<file path="config.mk">
export PLATFORM = sky130hd
export DESIGN_NAME = serial_subtractor_16bit
export DESIGN_NICKNAME = d
export VERILOG_FILES = /design/src/rtl/serial_subtractor_16bit_pkg.sv /design/src/rtl/full_subtractor.sv /design/src/rtl/serial_subtractor_16bit.sv
export SDC_FILE = /design/constraint.sdc
export NUM_CORES = 1
export LEC_CHECK = 0
export CAP_MARGIN = 20
export CORE_AREA = 4 4 108 84
export DETAILED_ROUTE_END_ITERATION = 8
export DIE_AREA = 0 0 112 88
export PLACE_DENSITY = 0.77
export REMOVE_ABC_BUFFERS = 1
export SETUP_SLACK_MARGIN = 0.3
export SLEW_MARGIN = 10
export SYNTH_ARGS = -nofsm -noshare
export SYNTH_HDL_FRONTEND = slang
export SYNTH_HIERARCHICAL = 1
export SYNTH_SLANG_ARGS = --single-unit
</file>
<file path="constraint.sdc">
create_clock -name clk -period 1.4 [get_ports clk]
set_input_delay 0.35 -clock clk [delete_from_list [all_inputs] [get_ports clk]]
set_output_delay 0.35 -clock clk [all_outputs]
set_load 0.1 [all_outputs]
</file>
<file path="src/rtl/serial_subtractor_16bit_pkg.sv">
// Shared constants and state encoding for the bit-serial subtractor.
package serial_subtractor_16bit_pkg;

  localparam int DEFAULT_WIDTH = 16;

  localparam logic [1:0] ST_IDLE = 2'd0;
  localparam logic [1:0] ST_RUN  = 2'd1;
  localparam logic [1:0] ST_DONE = 2'd2;

  typedef enum logic [1:0] {
    S_IDLE = ST_IDLE,
    S_RUN  = ST_RUN,
    S_DONE = ST_DONE
  } state_t;

  // Bit-counter width; a 1-bit operand still needs a 1-bit counter.
  function automatic int cnt_width(input int width);
    return (width > 1) ? $clog2(width) : 1;
  endfunction

  localparam int DEFAULT_CNT_W = cnt_width(DEFAULT_WIDTH);

endpackage

</file>
<file path="src/rtl/full_subtractor.sv">
// One-bit full subtractor cell: x - y - bin, producing difference and borrow.
module full_subtractor (
  input  logic i_x,
  input  logic i_y,
  input  logic i_bin,
  output logic o_d,
  output logic o_bo
);

  assign o_d  = i_x ^ i_y ^ i_bin;
  assign o_bo = (~i_x & i_y) | (~(i_x ^ i_y) & i_bin);

endmodule

</file>
<file path="src/rtl/serial_subtractor_16bit.sv">
// Bit-serial a - b: one full-subtractor cell walks the operands LSB first,
// producing diff, unsigned borrow-out and signed overflow after WIDTH cycles.
module serial_subtractor_16bit
  import serial_subtractor_16bit_pkg::*;
#(
  parameter int WIDTH = DEFAULT_WIDTH
) (
  input  logic             clk,
  input  logic             rst_n,
  input  logic             in_valid,
  output logic             in_ready,
  input  logic [WIDTH-1:0] a,
  input  logic [WIDTH-1:0] b,
  output logic             out_valid,
  input  logic             out_ready,
  output logic [WIDTH-1:0] diff,
  output logic             bout,
  output logic             ovf
);

  localparam int CW = cnt_width(WIDTH);

  state_t           r_state;
  state_t           w_state_nxt;
  logic [WIDTH-1:0] r_a_sh;
  logic [WIDTH-1:0] r_b_sh;
  logic [WIDTH-1:0] r_diff_sh;
  logic [WIDTH-1:0] r_diff;
  logic [CW-1:0]    r_count;
  logic             r_borrow;
  logic             r_a_msb;
  logic             r_b_msb;
  logic             r_bout;
  logic             r_ovf;
  logic             w_d;
  logic             w_bo;
  logic             w_last;
  logic [WIDTH-1:0] w_diff_next;

  full_subtractor u_fs (
    .i_x  (r_a_sh[0]),
    .i_y  (r_b_sh[0]),
    .i_bin(r_borrow),
    .o_d  (w_d),
    .o_bo (w_bo)
  );

  assign w_last      = (r_count == CW'(WIDTH - 1));
  assign w_diff_next = {w_d, r_diff_sh[WIDTH-1:1]};

  // NOTE: state registers use non-blocking assignments so every flop samples
  // pre-edge values regardless of process evaluation order.
  always_ff @(posedge clk or negedge rst_n) begin
    if (!rst_n) r_state <= S_IDLE;
    else        r_state <= w_state_nxt;
  end

  // NOTE: the default assignment first keeps this block free of inferred latches.
  always_comb begin
    w_state_nxt = r_state;
    unique case (r_state)
      S_IDLE:  if (in_valid) w_state_nxt = S_RUN;
      S_RUN:   if (w_last)   w_state_nxt = S_DONE;
      S_DONE:  if (out_ready) w_state_nxt = S_IDLE;
      default: w_state_nxt = S_IDLE;
    endcase
  end

  always_ff @(posedge clk or negedge rst_n) begin
    if (!rst_n) begin
      r_a_sh    <= '0;
      r_b_sh    <= '0;
      r_diff_sh <= '0;
      r_diff    <= '0;
      r_count   <= '0;
      r_borrow  <= 1'b0;
      r_a_msb   <= 1'b0;
      r_b_msb   <= 1'b0;
      r_bout    <= 1'b0;
      r_ovf     <= 1'b0;
    end else begin
      unique case (r_state)
        S_IDLE: begin
          if (in_valid) begin
            r_a_sh   <= a;
            r_b_sh   <= b;
            r_a_msb  <= a[WIDTH-1];
            r_b_msb  <= b[WIDTH-1];
            r_borrow <= 1'b0;
            r_count  <= '0;
          end
        end
        S_RUN: begin
          r_a_sh    <= r_a_sh >> 1;
          r_b_sh    <= r_b_sh >> 1;
          r_diff_sh <= w_diff_next;
          r_borrow  <= w_bo;
          r_count   <= r_count + CW'(1);
          if (w_last) begin
            r_diff <= w_diff_next;
            r_bout <= w_bo;
            // Overflow only when signs differ and the result sign leaves the minuend's.
            r_ovf  <= (r_a_msb != r_b_msb) && (w_d != r_a_msb);
          end
        end
        default: ;
      endcase
    end
  end

  assign in_ready  = (r_state == S_IDLE);
  assign out_valid = (r_state == S_DONE);
  assign diff      = r_diff;
  assign bout      = r_bout;
  assign ovf       = r_ovf;

endmodule

</file>
# Yosys cells after proc, flatten, opt, wreduce, memory -nomap -nowiden
# Index checks and enable logic that the tools add are counted.
[totals] mem_count=0 mem_bits_ro=0 latch_bits=0 input_bits=36 ram_bits=0 out_inout_bits=20 regBits=75
[classes] add_sub_neg=1 reduce_logical=7 eq_ne=8 shifts=0 bitwise=7 n_mul=0 mux=12 n_lt_le_gt_ge=0 n_div=0
[op_table] op="$pmux W16 S2" n=2
[op_table] op="$mux W16" n=2
[op_table] op="$pmux W4 S2" n=1
[op_table] op="$mux W2" n=3
[op_table] op="$pmux W2 S3" n=1
[op_table] op="$reduce_and A2 Y1" n=3
[op_table] op="$add A4 B1 Y4 const B" n=1
[op_table] op="$eq A4 B4 Y1 const B" n=1
[op_table] op="$mux W4" n=1
[op_table] op="$ne A2 B2 Y1 const B" n=2
[op_table] op="$reduce_and A3 Y1" n=1
[op_table] op="$and A1 B1 Y1" n=2
[op_table] op="$eq A2 B1 Y1 const B" n=1
[op_table] op="$eq A2 B2 Y1 const B" n=1
[op_table] op="$logic_not A2 Y1" n=1
[op_table] op="$ne A1 B1 Y1" n=2
[op_table] op="$ne A2 B1 Y1 const B" n=1
[op_table] op="$not A1 Y1" n=2
[op_table] op="$pmux W1 S2" n=1
[op_table] op="$reduce_bool A2 Y1" n=1
[op_table] op="$xor A1 B1 Y1" n=2
[op_table] op="$logic_and A1 B1 Y1" n=1
[op_table] op="$mux W1" n=1
[op_table] op="$or A1 B1 Y1" n=1

# Logic depth before layout (Yosys ltp)
# Gate-level depths: netlist of run 1.
[logic_depth] ltp_word=5 mapped_depth=5

# Modules after synthesis
# The synthesis of run 1 kept the hierarchy.
[by_module_without_submodules] module="serial_subtractor_16bit" area_each_um2=3094.2 cells_each=286 seq_area_each_um2=1851.8 n_inst=1
[by_module_without_submodules] module="full_subtractor" area_each_um2=31.3 cells_each=4 seq_area_each_um2=0.0 n_inst=1

# Worst setup path before layout of run 1
# OpenSTA, ideal clock, no wires.
[synth_timing] kind="register to output" startpoint="reg r_state[0]" endpoint="out in_ready" required_ns=1.050 arrival_time_ns=1.994 slack_ns=-0.944 n_path_buf=2 path_stages_with_launch=4 cell_sequence="dfrtp_1 buf_2 buf_2 nor2_1"
[synth_between] elab_chain_len=1
[synth_rtl] item="start, declared" line="serial_subtractor_16bit.sv:23" source="state_t r_state;"
[synth_rtl] item="start signal, assigned" line="serial_subtractor_16bit.sv:55" source="else r_state <= w_state_nxt;"
[synth_rtl] item="$logic_not A2 Y1" line="serial_subtractor_16bit.sv:111" source="assign in_ready = (r_state == S_IDLE);"
[synth_rtl] item="end, declared" line="serial_subtractor_16bit.sv:11" source="output logic in_ready,"
# No other way between the ends.

# Worst setup path after layout of run 1
[layout_timing] startpoint="reg r_b_sh[0]" endpoint="reg r_ovf (netlist: ovf)"
[layout_between] elab_chain_len=4
[layout_rtl] item="start, declared" line="serial_subtractor_16bit.sv:26" source="logic [WIDTH-1:0] r_b_sh;"
[layout_rtl] item="start signal, assigned" line="serial_subtractor_16bit.sv:95" source="r_b_sh <= r_b_sh >> 1;"
[layout_rtl] item="$xor A1 B1 Y1 (2 in a row)" line="full_subtractor.sv:10" source="assign o_d = i_x ^ i_y ^ i_bin;"
[layout_rtl] item="via w_d" line="serial_subtractor_16bit.sv:35" source="logic w_d;"
[layout_rtl] item="$ne A1 B1 Y1" line="serial_subtractor_16bit.sv:103" source="r_ovf <= (r_a_msb != r_b_msb) && (w_d != r_a_msb);"
[layout_rtl] item="$logic_and A1 B1 Y1" line="serial_subtractor_16bit.sv:103"
[layout_rtl] item="end signal, assigned" line="serial_subtractor_16bit.sv:103"
[layout_rtl] item="end, declared" line="serial_subtractor_16bit.sv:34" source="logic r_ovf;"
# The timed path passes the listed nets, and every way through them passes these cells.
# A chain may end at the register's enable or synchronous reset.

==> results of run 1 <==
worst max-delay path by stage:
stage | from | to | slack, ns
after floorplan | r_state[1]$_DFFE_PN0P_ | out_valid | -1.15
after global placement | in_valid | r_a_msb$_DFFE_PN0P_ | -0.26
after detailed placement | in_valid | r_b_msb$_DFFE_PN0P_ | -0.30
after CTS | r_borrow$_DFFE_PN0P_ | ovf$_DFFE_PN0P_ | -0.19
after global routing | r_state[0]$_DFFE_PN0P_ | r_a_sh[4]$_DFFE_PN0P_ | -0.25
final | r_b_sh[0]$_DFFE_PN0P_ | ovf$_DFFE_PN0P_ | -0.23
state kept, by name (all words and copies together), names as in the netlist:
name / flops
r_b_sh: 16
r_a_sh: 16
r_diff_sh: 15
r_count: 4
r_a_msb: 1
diff: 16
r_borrow: 1
ovf: 1
r_state: 2
r_b_msb: 1
bout: 1
kinds of logic after synthesis:
group,share of synthesized area
and+or+nand+nor,0.135
AOI/OAI and AO/OA,0.149
DFF,0.592
buffers and inverters,0.0372
muxes,0.0757
adders and majority gates,0.0104
stage by stage:
step | area [um^2] | setup slack [ns]
2_1_floorplan | 3020 | -1.15
3_3_place_gp | 4230 | -0.264
3_5_place_dp | 4230 | -0.298
4_1_cts | 5050 | -0.187
5_1_grt | 5580 | -0.254
6_report | 5580 | -0.229
timing repair:
action	in CTS	in global routing
setup buffers	22	8
cloned	5	3
pin swaps	40	22
hold buffers	1	0
setup endpoints to repair	94	94
gates resized for setup	116	96
hold endpoints to repair	10	0
power groups by stage:
stage / sequential (mW) / combinational (mW) / clock [mW]
floorplan: 5.16 / 1.76 / 0
global placement: 3.65 / 5.61 / 0
detailed placement: 3.69 / 5.76 / 0
CTS: 3.73 / 7.41 / 1.97
global route: 4.08 / 9.28 / 2.13
finish: 4.00 / 8.94 / 2.02
layer usage:
| layer | up-vias | global-route usage |
|---|---|---|
| li1 | 1250 | - |
| met5 | - | 0 |
| met4 | 0 | 0.0666 |
| met3 | 29 | 0.0594 |
| met2 | 137 | 0.312 |
| met1 | 1493 | 0.240 |
critical path: cells and delay by family, from the launching register on:
kind	cells	cell delay, ns
multiplexers	1	0.25
flip-flops	1	0.38
AND/OR/NAND/NOR	1	0.14
buffers and inverters	1	0.06
adder cells (fa/ha/maj)	1	0.61
AO/OA/AOI/OAI	1	0.05
cell usage in the layout (no fill, tap or decap), drive strengths merged, types with 2 or more instances in the layout:
cell	count
a22o	4
dfrtp	74
mux2	21
clkbuf	13
nor2	3
o21ai	33
a21oi	5
nand2	75
nand3	4
nand2b	2
a22oi	29
bufinv	3
clkdlybuf4s50	34
inv	4
nor2b	8
clkinv	3
buf	89
cell type report:
class / instances / share of cell area
inverters: 4 / 0.00269
clock inverters: 6 / 0.0188
clock buffers: 10 / 0.0229
well taps: 105 / 0.0235
flip-flops and latches: 74 / 0.332
multi-input cells: 193 / 0.303
repair buffers: 127 / 0.297
==> impl_metrics.yaml, run 1 <==
timing:
  setup_tns_ns: -7.59
  min_period_ns: 1.63
  hold_viol_final: 0
  rsz0062_at_grt: "yes"
  slew_headroom: 0.809
  setup_viol: 67
  period_share: 1.16
  skew_ns: 0.0160
  slew_viol_final: 0
  worst_slew_pin_slew_ns: 0.286
  setup_slack_ns: -0.229
  whs_ns: 0.385
  fmax_mhz: 614
grt:
  track_usage: 0.189
  gr-total-overflow: 0
  grt_pass1_vias: 2827
  grt_max_degree: 26
  grt_antenna_before_repair: 0
  grt_pass1_wl_mm: 14.4
clocking:
  clockBufferDepth: 2
  cts.reportedPaths.clkPinSlew_ns: 0.09
  cts_max_level: 3
  cts_tree: "yes"
  clkLatencyLatePin_ns: 0.36
  cts_buffers: 9
  clock_sinks: 74
  cts-root-buf: "clkbuf_8"
final_layout:
  area_growth_pct: 78.5
  fin_util: 0.708
  nets: 447
  layout.cells.non_filler: 519
  drive_gt1_frac: 0.548
  multi_input_area_mm2: 0.00169
  n_antenna_cell: 0
  n_fill_cell: 452
  area.sequential_mm2: 0.00185
floorplanning:
  die-area_mm2: 0.00986
  ios: 56
  initial_core_util: 0.397
  rows: 28
  fp.dieW_um: 112
  fp.dieH_um: 88
  design.core.area_mm2: 0.00788
power:
  power_density_mw_per_mm2: 2680
  p_total_mw: 15.0
  leakage_nw: 2.67
  p_switching_mw: 6.53
  p_int_mw: 8.43
  pwr-share-seq: 0.267
  pwr-share-clk: 0.135
  p_sw_frac: 0.436
  peakVddDrop_mv: 1.78
  p_comb_frac: 0.598
detailed_routing:
  drc: 0
  drt-initial-drc-count: 258
  vias: 2909
  drt-total-wl_mm: 11.5
  drt_first_pass_iters: 5
  routed-wl-met3_um: 709
  wl_met1_mm: 4.86
  wl_per_cell_um: 22.2
  met2_length_mm: 5.56
  top_layer_used: "met4"
  vias_per_cell: 5.61
  antenna_left: 0
synthesis:
  synth_area_leader_cell: "dfrtp_1"
  ys_top_cells_by_area: "dfrtp_1, nand2_1, mux2_2"
  postSynth.asyncResetShare: 1.00
  synth_area_mm2: 0.00313
  synth_most_common_cell: "nand2_1"
  syn_inst: 290
  synth_edf_count: 0
  synth-warning-count: 6
  yosys-top-cells-count: "nand2_1, dfrtp_1, o21ai_0, a22oi_1, mux2_2"
  synth-main-ff-cell: "dfrtp_1"
  ys_seq_area_frac: 0.592
  yosysTopAreaCellShare: 0.592
  synth_seq_cells: 74
  ys_types: 26
  syn_avg_cell_area_um2: 10.8
critical_path:
  setup.worst_path.end_class: "register"
  worstRegToRegCells: 5
  required_ns: 1.63
  path_max_fanout: 3
  cp_cell_sequence: "inv_2 -> fa_2 -> nand2b_4 -> o21ai_2 -> mux2_4"
  path_class: "register to register"
  slowest_stage: "fa_2"
  r2r_start: "r_b_sh[0]$_DFFE_PN0P_"
  worst_r2r_endpoint: "ovf$_DFFE_PN0P_"
  arrival_ns: 1.86
  max_stage_delay_ns: 0.61
  startpoint_type: "register"
  ff2ff_setup_slack_ns: -0.23
placed_design:
  dp_hpwl_mm: 4.91
  place_inst: 464
  io_buffers: 55
  gp_congestion: 0.801
run_status:
  violations: "negative setup slack"
  status: "complete, but fails checks"
min_path:
  hold_path_class: "input port to asynchronous set/reset pin"
job:
  maxCapViolCount: 0
(Power assumes the default switching activity.)
==> run 2: changes to the inputs <==
--- a/config.mk
+++ b/config.mk
@@ -12,7 +12,7 @@
 export PLACE_DENSITY = 0.77
 export REMOVE_ABC_BUFFERS = 1
 export SETUP_SLACK_MARGIN = 0.3
-export SLEW_MARGIN = 10
+export SLEW_MARGIN = 25
 export SYNTH_ARGS = -nofsm -noshare
 export SYNTH_HDL_FRONTEND = slang
 export SYNTH_HIERARCHICAL = 1
==> results of run 2 <==
Same layout as run 1: the final DEF is identical, and so are final timing and power.
==> run 3: changes to the inputs <==
--- a/config.mk
+++ b/config.mk
@@ -6,10 +6,11 @@
 export NUM_CORES = 1
 export LEC_CHECK = 0
 export CAP_MARGIN = 20
-export CORE_AREA = 4 4 108 84
+export CORE_AREA = 4 4 71 105
+export CTS_BUF_LIST = sky130_fd_sc_hd__clkbuf_8
 export DETAILED_ROUTE_END_ITERATION = 8
-export DIE_AREA = 0 0 112 88
-export PLACE_DENSITY = 0.77
+export DIE_AREA = 0 0 75 109
+export PLACE_DENSITY = 0.88
 export REMOVE_ABC_BUFFERS = 1
 export SETUP_SLACK_MARGIN = 0.3
 export SLEW_MARGIN = 25
==> impl_metrics.yaml, run 3 (same netlist as run 1, synthesis figures left out) <==
detailed_routing:
  wl_met1_mm: 3.85
  routed-wl-met3_um: 648
  wl_per_cell_um: 23.1
  drt-total-wl_mm: 11.5
  vias_per_cell: 5.93
  drc: 0
  top_layer_used: "met4"
  antenna_left: 0
  vias: 2953
  drt_first_pass_iters: 5
  drt-initial-drc-count: 185
  met2_length_mm: 6.26
clocking:
  cts_max_level: 3
  cts-root-buf: "clkbuf_8"
  cts_buffers: 9
  cts_tree: "yes"
  cts.reportedPaths.clkPinSlew_ns: 0.08
  clkLatencyLatePin_ns: 0.37
  clockBufferDepth: 2
  clock_sinks: 74
final_layout:
  n_antenna_cell: 0
  area_growth_pct: 74.9
  final_common_cell: "dfrtp_1"
  n_fill_cell: 301
  drive_gt1_frac: 0.536
  nets: 455
  final_cell_mix: "dfrtp_1, buf_4, nand2_1, clkdlybuf4s50_1"
  layout.cells.non_filler: 498
floorplanning:
  fp.dieH_um: 109
  design.core.area_mm2: 0.00653
  ios: 56
  rows: 36
  initial_core_util: 0.479
  die-area_mm2: 0.00818
  fp.dieW_um: 75
grt:
  grt_max_degree: 75
  gr-total-overflow: 0
  grt_antenna_before_repair: 0
  track_usage: 0.252
  grt_pass1_vias: 2977
  grt_pass1_wl_mm: 15.0
placed_design:
  dp_hpwl_mm: 4.78
  io_buffers: 55
  gp_congestion: 0.767
  place_inst: 430
power:
  p_comb_frac: 0.590
  leakage_nw: 2.53
  p_sw_frac: 0.435
  p_total_mw: 14.2
  p_int_mw: 8.05
  peakVddDrop_mv: 1.40
  p_switching_mw: 6.19
  power_density_mw_per_mm2: 2610
  pwr-share-seq: 0.276
  pwr-share-clk: 0.133
critical_path:
  arrival_ns: 1.91
  startpoint_type: "register"
  path_class: "register to register"
  setup.worst_path.end_class: "register"
  max_stage_delay_ns: 0.47
  cp_top_family: "buffers and inverters"
  cp_common_cell: "buf_6"
  cp_cell_sequence: "buf_6 -> buf_12 -> nor2b_4 -> buf_6 -> buf_6 -> buf_12 -> a22oi_2 -> o21ai_1"
  required_ns: 1.67
  crit_buf_inv: 5
  path_max_fanout: 7
  r2r_start: "r_state[0]$_DFFE_PN0P_"
  cp-startpoint: "r_state[0]$_DFFE_PN0P_"
  slowest_stage: "dfrtp_2"
timing:
  worst_slew_pin_slew_ns: 0.396
  slew_viol_final: 0
  setup_slack_ns: -0.243
  slew_headroom: 0.736
  min_period_ns: 1.64
  fmax_mhz: 609
  rsz0062_at_grt: "yes"
  setup_tns_ns: -8.23
  period_share: 1.17
  skew_ns: 0.0108
  whs_ns: -0.00362
  hold_viol_final: 7
  setup_viol: 75
min_path:
  hold_path_class: "input port to asynchronous set/reset pin"
job:
  maxCapViolCount: 0
run_status:
  violations: "negative hold slack, negative setup slack"
  status: "complete, but fails checks"
run 3: cell count changes in the layout (fill, tap and decap cells not counted), sizes merged:
cell,before,now
clkbuf,13,10
dlygate4sd3,1,0
bufbuf,0,1
buf,89,100
clkinv,3,2
inv,4,5
bufinv,3,2
clkinvlp,0,1
run 3: final timing paths:
check / endpoint / slack [ns] / cells past startpoint
max: r_a_sh[2]$_DFFE_PN0P_ / -0.24 / 8
min: r_diff_sh[6]$_DFFE_PN0P_ / -0.004 / 2
max reg2reg: r_a_sh[2]$_DFFE_PN0P_ / -0.24 / 8
min reg2reg: r_diff_sh[12]$_DFFE_PN0P_ / 0.53 / 2
max in group asynchronous: r_state[0]$_DFFE_PN0P_ / 1.09 / 2
min in group clk: r_diff_sh[12]$_DFFE_PN0P_ / 0.53 / 2
run 3: area by class of cell:
type                    count  area, um^2  share of cell area
flip-flops and latches     74        1850               0.339
repair buffers            135        1650               0.303
multi-input cells         193        1630               0.298
clock buffers              10         138              0.0252
well taps                  76        95.1              0.0174
clock inverters             6        81.3              0.0149
inverters                   4        15.0             0.00275
run 3: stage by stage:
step / cell area, um^2 / setup WS, ns / hold slack [ns] / util
after CTS: 5000 / -0.147 / 0.0122 / 0.766
final: 5470 / -0.243 / -0.00362 / 0.837
after global placement: 4130 / -0.250 / 0.390 / 0.633
after detailed placement: 4130 / -0.309 / 0.396 / 0.633
after global routing: 5470 / -0.252 / 0.0279 / 0.837
after floorplan: 3020 / -1.15 / 0.0544 / -
run 3: routing by layer:
metal | track usage | vias up
li1 | - | 1258
met1 | 0.272 | 1458
met2 | 0.440 | 181
met3 | 0.0517 | 56
met4 | 0.150 | 0
met5 | 0 | -
run 3: power by group through the flow:
stage	combinational (mW)	clock (mW)	sequential (mW)
after global placement	5.51	0	3.63
after global routing	8.76	1.99	4.01
after detailed placement	5.67	0	3.70
after floorplan	1.76	0	5.16
final	8.40	1.90	3.94
after CTS	7.09	1.85	3.74
run 3: timing repair:
| action | CTS | global route |
|---|---|---|
| hold buffers | 0 | 0 |
| setup buffers | 23 | 21 |
| pin swaps | 49 | 33 |
| cloned | 8 | 0 |
| gates resized for setup | 117 | 77 |
| setup endpoints to repair | 94 | 94 |
